**src/rtl/hitspy_pkg.sv**
```systemverilog
// Shared constants for the hitspy transmit sequencer: state encoding,
// out_layer tags and the default word width.
package hitspy_pkg;

    localparam int DATA_W_DEF = 21;

    // The state names the word currently presented on out_data.
    typedef enum logic [2:0] {
        ST_IDLE = 3'd0,
        ST_L1   = 3'd1,
        ST_L2   = 3'd2,
        ST_L3   = 3'd3,
        ST_L4   = 3'd4,
        ST_L5   = 3'd5,
        ST_TRL  = 3'd6
    } state_t;

    // out_layer tags share the state encoding so a state can be copied straight into the tag.
    localparam logic [2:0] TAG_IDLE = 3'd0;
    localparam logic [2:0] TAG_L1   = 3'd1;
    localparam logic [2:0] TAG_L2   = 3'd2;
    localparam logic [2:0] TAG_L3   = 3'd3;
    localparam logic [2:0] TAG_L4   = 3'd4;
    localparam logic [2:0] TAG_L5   = 3'd5;
    localparam logic [2:0] TAG_TRL  = 3'd6;

endpackage

```
**src/rtl/hitspy_next_layer.sv**
```systemverilog
// Picks the next word to present: the lowest set hitmap layer strictly above
// cur_idx, or the trailer when no such layer remains. cur_idx = 0 gives the
// first word of a freshly accepted record.
module hitspy_next_layer
    import hitspy_pkg::*;
(
    input  logic [4:0] mask,
    input  logic [2:0] cur_idx,
    output logic [2:0] next_idx
);

    // Scan downwards so the last hit written is the lowest qualifying layer.
    always_comb begin
        next_idx = TAG_TRL;
        for (int k = 5; k >= 1; k--) begin
            if (mask[k-1] && (3'(k) > cur_idx)) begin
                next_idx = 3'(k);
            end
        end
    end

endmodule

```
**src/rtl/hitspy_control_out.sv**
```systemverilog
// Transmit-side sequencer: captures one parallel event record and streams its
// set layers in ascending order followed by the trailer, honouring downstream hold.
module hitspy_control_out
    import hitspy_pkg::*;
#(
    parameter int DATA_W = DATA_W_DEF,
    parameter int CNT_W  = 16
)
(
    input  logic              clock,
    input  logic              reset,
    input  logic              in_valid,
    output logic              in_ready,
    input  logic [4:0]        hitmap,
    input  logic [DATA_W-1:0] hit1,
    input  logic [DATA_W-1:0] hit2,
    input  logic [DATA_W-1:0] hit3,
    input  logic [DATA_W-1:0] hit4,
    input  logic [DATA_W-1:0] hit5,
    input  logic [DATA_W-1:0] trailer,
    input  logic              hold,
    output logic [DATA_W-1:0] out_data,
    output logic              out_dv,
    output logic              out_ee,
    output logic [2:0]        out_layer,
    output logic              busy,
    output logic [CNT_W-1:0]  evt_count
);

    state_t            state;
    logic [4:0]        buf_hitmap;
    logic [DATA_W-1:0] buf_hit1;
    logic [DATA_W-1:0] buf_hit2;
    logic [DATA_W-1:0] buf_hit3;
    logic [DATA_W-1:0] buf_hit4;
    logic [DATA_W-1:0] buf_hit5;
    logic [DATA_W-1:0] buf_trailer;

    logic [2:0]        acc_next;
    logic [2:0]        adv_next;
    logic              trl_done;
    logic              accept;

    // Word selector shared by the accept path (live inputs) and the advance path (buffer).
    function automatic logic [DATA_W-1:0] word_for(
        input logic [2:0]        idx,
        input logic [DATA_W-1:0] w1,
        input logic [DATA_W-1:0] w2,
        input logic [DATA_W-1:0] w3,
        input logic [DATA_W-1:0] w4,
        input logic [DATA_W-1:0] w5,
        input logic [DATA_W-1:0] wt
    );
        logic [DATA_W-1:0] w;
        case (idx)
            TAG_L1:  w = w1;
            TAG_L2:  w = w2;
            TAG_L3:  w = w3;
            TAG_L4:  w = w4;
            TAG_L5:  w = w5;
            default: w = wt;
        endcase
        return w;
    endfunction

    hitspy_next_layer u_next_accept (
        .mask     (hitmap),
        .cur_idx  (TAG_IDLE),
        .next_idx (acc_next)
    );

    hitspy_next_layer u_next_advance (
        .mask     (buf_hitmap),
        .cur_idx  (state),
        .next_idx (adv_next)
    );

    // Handshake: the trailer transfer frees the buffer in the same cycle, allowing back-to-back events.
    assign trl_done = (state == ST_TRL) && !hold;
    assign in_ready = (state == ST_IDLE) || trl_done;
    assign accept   = in_valid && in_ready;
    assign out_dv   = (state != ST_IDLE) && !hold;
    assign busy     = (state != ST_IDLE);

    // Sequencer: outputs are loaded with the word for the state being entered, frozen while held.
    always_ff @(posedge clock) begin
        if (reset) begin
            state       <= ST_IDLE;
            out_data    <= '0;
            out_layer   <= TAG_IDLE;
            out_ee      <= 1'b0;
            evt_count   <= '0;
            buf_hitmap  <= '0;
            buf_hit1    <= '0;
            buf_hit2    <= '0;
            buf_hit3    <= '0;
            buf_hit4    <= '0;
            buf_hit5    <= '0;
            buf_trailer <= '0;
        end else begin
            if (trl_done) begin
                evt_count <= evt_count + 1'b1;
            end

            if (accept) begin
                buf_hitmap  <= hitmap;
                buf_hit1    <= hit1;
                buf_hit2    <= hit2;
                buf_hit3    <= hit3;
                buf_hit4    <= hit4;
                buf_hit5    <= hit5;
                buf_trailer <= trailer;
                state       <= state_t'(acc_next);
                out_data    <= word_for(acc_next, hit1, hit2, hit3, hit4, hit5, trailer);
                out_layer   <= acc_next;
                out_ee      <= (acc_next == TAG_TRL);
            end else if (trl_done) begin
                // out_data keeps the trailer so the idle bus does not toggle.
                state     <= ST_IDLE;
                out_layer <= TAG_IDLE;
                out_ee    <= 1'b0;
            end else if ((state != ST_IDLE) && (state != ST_TRL) && !hold) begin
                state     <= state_t'(adv_next);
                out_data  <= word_for(adv_next, buf_hit1, buf_hit2, buf_hit3,
                                      buf_hit4, buf_hit5, buf_trailer);
                out_layer <= adv_next;
                out_ee    <= (adv_next == TAG_TRL);
            end
        end
    end

endmodule

```
**config.mk**
```make
export PLATFORM = sky130hd
export DESIGN_NAME = hitspy_control_out
export DESIGN_NICKNAME = d
export VERILOG_FILES = /design/src/rtl/hitspy_pkg.sv /design/src/rtl/hitspy_next_layer.sv /design/src/rtl/hitspy_control_out.sv
export SDC_FILE = /design/constraint.sdc
export NUM_CORES = 1
export LEC_CHECK = 0
export ABC_AREA = 1
export CAP_MARGIN = 20
export CELL_PAD_IN_SITES_DETAIL_PLACEMENT = 1
export CELL_PAD_IN_SITES_GLOBAL_PLACEMENT = 1
export CORE_UTILIZATION = 39
export DETAILED_ROUTE_END_ITERATION = 10
export GPL_TIMING_DRIVEN = 1
export PLACE_DENSITY_LB_ADDON = 0.12
export SLEW_MARGIN = 30
export SYNTH_ARGS = -nofsm -noshare
export SYNTH_HDL_FRONTEND = slang
export SYNTH_SLANG_ARGS = --single-unit
```
**constraint.sdc**
```tcl
create_clock -name clock -period 4.76 [get_ports clock]
set_clock_uncertainty 0.15 [all_clocks]
set_input_delay 0.952 -clock clock [delete_from_list [all_inputs] [get_ports clock]]
set_output_delay 0.952 -clock clock [all_outputs]
set_load 0.1 [all_outputs]
```
======== Word level (Yosys, flattened, before mapping) ========
Index checks and enable logic that the tools add are counted.
word-level totals
  input port bits ......................... 135
  output and inout port bits .............. 44
  flip-flop bits (word level) ............. 172
operators by class
  equal/unequal tests ..................... 15
  magnitude comparators ................... 5
  mux-type cells .......................... 21
  reduce and logical (&&, ||, !) cells .... 17
  $add $sub $neg .......................... 1
operator list
  operator                 number
  $pmux W21 S5             2
  $mux W21                 3
  $mux W3                  9
  $eq A3 B3 Y1 const B     7
  $add A16 B1 Y16 const B  1
  $eq A3 B2 Y1 const B     4
  $logic_and A1 B1 Y1      10
  $mux W2                  4
  $eq A3 B1 Y1 const B     2
  $gt A2 B3 Y1 const A     2
  $gt A3 B3 Y1 const A     2
  $reduce_bool A3 Y1       2
  $gt A1 B3 Y1 const A     1
  $logic_not A3 Y1         1
  $mux W1                  3
  $ne A3 B3 Y1 const B     1
  $ne A2 B1 Y1 const B     1
  $reduce_and A2 Y1        1
  $reduce_bool A2 Y1       1
  $logic_not A1 Y1         1
  $logic_or A1 B1 Y1       1

======== Depth between registers and ports, before layout ========
  depth in word-level cells ............... 12
  depth in mapped cells ................... 12
  depth with buffers taken out ............ 10

======== Modules after synthesis ========
Synthesis repeated with hierarchy kept, for this count alone.
unflattened totals
  cell total of the unflattened synthesis .. 1534
  area total of the unflattened synthesis .. 9190.1 um^2
modules (own cells, without submodules)
  module              seq. area each (um^2)  times used  cells each  area each (um^2)
  hitspy_control_out  3443.3                 1           1494        9002.4
  hitspy_next_layer   0.0                    2           20          93.8

======== Worst setup path after synthesis ========
Ideal clock, no wire load.
  path kind ............................... reg-to-output
  from .................................... reg state[0]
  to ...................................... out out_dv
  data required time ...................... 3.658 ns
  stages on the path, launching flop included .. 4
  path buffers ............................ 1
  arrival ................................. 2.826 ns
  path slack .............................. 0.832 ns
  cells stage by stage .................... dfxtp_1 buf_4 nor2_1 a21oi_1
on the way
  word-level cells in the longest chain between the ends .. 2
RTL lines
  element                 RTL line                   source
  from (decl)             hitspy_control_out.sv:30   state_t state;
  from (signal assigned)  hitspy_control_out.sv:113  state <= state_t'(acc_next);
  from (signal assigned)  hitspy_control_out.sv:123  state <= state_t'(adv_next);
  $reduce_bool A3 Y1      hitspy_control_out.sv:82   assign out_dv = (state != ST_IDLE) && !hold;
  $logic_and A1 B1 Y1     hitspy_control_out.sv:82
  to (decl)               hitspy_control_out.sv:23   output logic out_dv,
No other way between the ends.

======== Worst setup path after layout ========
  from .................................... reg state[2]
  to ...................................... out busy
on the way
  word-level cells in the longest chain between the ends .. 1
RTL lines
  element             RTL line                  source
  $reduce_bool A3 Y1  hitspy_control_out.sv:83  assign busy = (state != ST_IDLE);
  to (decl)           hitspy_control_out.sv:26  output logic busy,
No other way between the ends.

==> flow_summary.toml <==
[status]
outcome = "finished clean"

[setup_path]
arrival_time_at_the_worst_endpoint_ps = 2400
crit_path_max_incr_delay_ps = 1150
cp_max_fo = 7
worstReg2RegEnd = "state[2]"
cp.required_ps = 3660
crit_type = "flop to output port"
crit_path_top_delay_cell = "sky130_fd_sc_hd__clkdlybuf4s50_1"
sort_of_element_at_the_start_of_the_critical_path = "flop"
critPathBufInv = 1
worst-r2r-setup-slack_ps = 2030
cp_top_family = "buffers and inverters"
reg2reg_depth = 9
worstSetupEndpointType = "output port"
crit-reg2reg-launch = "state[0]"
crit_path_cell_trace = "nor2_1, nand2_1, clkdlybuf4s50_1"

[routing]
post_drt_wl_per_cell_um = 19.14
drt_first_iter_violations = 460
routed-via-count = 9487
antenna_violating_nets_post_route = 0
routed_via_density = 5.452
detail_route.first_pass.iterations = 5
drt_wl_total_um = 33310
route.detailed.drc = 0

[power]
sw_frac_of_total = 0.4871
sequential_share_of_power = 0.307
pwr_density_cell_nw_per_um2 = 633.0
total_switching_power_mw = 3.418
share_comb_of_total_power = 0.489
cellLeakagePower_nw = 4.561
vdd_ir_drop_max_mv = 0.2804
clock_power_share = 0.205
power.internal_mw = 3.599

[placement]
port_buffers = 178
detailed_place_hpwl_um = 23370
gp_congestion = 0.8863

[floorplanning]
chipWidth_um = 150.6
boundary_pins = 179
chipHeight_um = 150.6
starting_utilization_of_the_core_area = 0.3961
fp.coreArea_um2 = 21760
fp-row-count = 54
die_area_um2 = 22690

[global_routing]
antenna_found_initial = 0
grt_start_max_net_pins = 78
number_of_global_route_vias_before_repair = 9280
global_route_wire_length_before_repair_um = 50050
globalRouteTotalUtil = 0.2953
gr-total-overflow = 0

[clocking]
tritoncts_clock_tree = "yes"
clock_latency_ps = 440
cts.clk_slew.worst_paths_ps = 70
post-cts-setup-buffer-count = 0
cts_inserted_buffers = 17
post_cts_resized = 0
cts.sink_count = 172
ctsHoldBuffers = 0
cts_max_level = 4
clockRootBuffer = "sky130_fd_sc_hd__clkbuf_16"
clock_tree.buffer_depth = 2

[timing]
setup_violations = 0
max_slew_margin = 0.3296
final_min_period_over_clock_period = 0.7362
hold_violations = 0
post-route-min-period_ps = 3504
clock.fmax_mhz = 285.4
grt_setup_unrepaired = "false"
slew_viol_final = 0
finalSetupTns_ps = 0
worst_slew_pin_slew_ps = 1002

[hold_path]
worst_hold_startpoint = "buf_hit3[5]"
holdPathStages = 2
min_delay_worst_endpoint = "buf_hit3[5]"
hold_path.class = "flop to flop"

[finish]
areaGrowthSynthToFinish_pct = 28.65
share_of_layout_cells_above_drive_strength_1 = 0.05616
finalNetCount = 1583
fill_cells = 2852
final_core_util = 0.5095
antenna_cells_inserted = 0

[synthesis]
yosys_most_used_dff = "sky130_fd_sc_hd__dfxtp_1"
synth.largest_area_cell = "sky130_fd_sc_hd__dfxtp_1"
seq_area_frac_synth = 0.3996
syn_nets = 1460
netlist_instances = 1324
ys_ff_latch = 172
synth_area_per_cell_um2 = 6.508
synth_async_sr_flop_share = 0
yosys-top-cells-count = "sky130_fd_sc_hd__nor2_1 (261), sky130_fd_sc_hd__nand2_1 (185), sky130_fd_sc_hd__o21ai_0 (177)"
largest_cells_by_area_after_synthesis = "sky130_fd_sc_hd__dfxtp_1 (40%), sky130_fd_sc_hd__nor2_1 (11%), sky130_fd_sc_hd__o21ai_0 (10%)"
proportion_of_netlist_area_held_by_the_largest_area_contributor = 0.3996
synth.most_common_cell = "sky130_fd_sc_hd__nor2_1"
synth_edf_count = 0
synth.distinct_cells = 32
netlist_area_um2 = 8617
ys.warnings.count = 0

[flow_run]
maxCapViolations = 0
[worst max-delay path by stage]
stage | from | to | slack [ps] | depth (start not counted)
6_report | state[2] | busy | 1260 | 3
5_1_grt | state[0] | busy | 1180 | 3
4_1_cts | state[2] | busy | 1250 | 3
3_5_place_dp | hold | state[0] | 1100 | 10
3_3_place_gp | hold | state[2] | 1220 | 10
2_1_floorplan | state[0] | out_dv | 830 | 3
[layer usage]
metal  share of wire  vias up  routed length, µm  GRT usage
met3           0.041       79               1379    0.03424
met2            0.51      277              17000     0.5348
met1            0.39     4569              13070     0.3296
li1                -     4562                  -          -
met4           0.056        0               1858     0.1800
met5               0        -                  0          0
[area by class of cell]
| class | instances | area, µm² | area share |
|---|---|---|---|
| multi-input cells | 945 | 4314 | 0.3892 |
| flip-flops and latches | 172 | 3443 | 0.3106 |
| repair buffers | 197 | 1959 | 0.1768 |
| well taps | 280 | 350.3 | 0.03160 |
| inverters | 114 | 430.4 | 0.03883 |
| clock inverters | 14 | 158.9 | 0.01433 |
| clock buffers | 18 | 429.2 | 0.03871 |
[power by group through the flow]
stage / Sequential (mW) / Clock [mW] / Combinational (mW)
detailed placement: 2.18 / 0 / 3.43
floorplan: 2.62 / 0 / 1.88
finish: 2.15 / 1.44 / 3.43
global route: 2.20 / 1.51 / 3.71
global placement: 2.16 / 0 / 3.30
CTS: 2.15 / 1.45 / 3.45
[placed cells by master, fill, tap and decap left out, types with 2 or more instances in the layout]
cell	n
sky130_fd_sc_hd__o21ai_1	11
sky130_fd_sc_hd__nor3b_2	2
sky130_fd_sc_hd__buf_4	18
sky130_fd_sc_hd__nor2_4	2
sky130_fd_sc_hd__nor3_2	2
sky130_fd_sc_hd__clkdlybuf4s50_1	176
sky130_fd_sc_hd__nand2_4	2
sky130_fd_sc_hd__nor2_2	5
sky130_fd_sc_hd__nor3_1	24
sky130_fd_sc_hd__nand2_2	5
sky130_fd_sc_hd__clkinv_2	4
sky130_fd_sc_hd__nand4_1	22
sky130_fd_sc_hd__nand3_1	112
sky130_fd_sc_hd__bufinv_16	2
sky130_fd_sc_hd__inv_2	4
sky130_fd_sc_hd__a21oi_1	120
sky130_fd_sc_hd__a31oi_1	3
sky130_fd_sc_hd__clkinvlp_4	3
sky130_fd_sc_hd__inv_1	108
sky130_fd_sc_hd__o21ai_0	177
sky130_fd_sc_hd__nand3_2	5
sky130_fd_sc_hd__nand2_1	184
sky130_fd_sc_hd__clkbuf_16	17
sky130_fd_sc_hd__inv_8	2
sky130_fd_sc_hd__nor2_1	261
sky130_fd_sc_hd__inv_6	4
sky130_fd_sc_hd__dfxtp_1	172
[registers in the layout (all words and copies together), names as in the netlist]
register / cells
out_data: 21
buf_hitmap: 5
state: 3
buf_hit3: 21
evt_count: 16
buf_trailer: 21
out_ee: 1
buf_hit2: 21
buf_hit5: 21
buf_hit4: 21
buf_hit1: 21
[per-stage QoR]
| stage | instances | total power [mW] | instance area (µm²) | hold WS, ps | worst slack [ps] |
|---|---|---|---|---|---|
| final | 1740 | 7.017 | 11090 | 302.4 | 1256 |
| after global routing | 1740 | 7.417 | 11090 | 318.4 | 1180 |
| after CTS | 1740 | 7.054 | 11080 | 305.9 | 1250 |
| after detailed placement | 1708 | 5.606 | 10490 | 295.9 | 1101 |
| after global placement | 1706 | 5.466 | 10450 | 288.2 | 1224 |
| after floorplan | 1324 | 4.497 | 8617 | 280.0 | 831.6 |
[logic make-up after synthesis]
logic type | Yosys count | synth area share
AO/OA/AOI/OAI | 313 | 0.1830
buffers and inverters | 207 | 0.1012
adder cells (fa/ha/maj) | 1 | 0.001452
flip-flops | 172 | 0.3996
AND/OR/NAND/NOR | 631 | 0.3148
[worst reg2reg max path: cells and delay by family (launching register included)]
family	cells	cell delay, ps
buffers and inverters	1	550
AO/OA/AOI/OAI	2	260
flip-flops	1	560
AND/OR/NAND/NOR	6	1080
No activity file was read; power rests on OpenSTA's default activity.
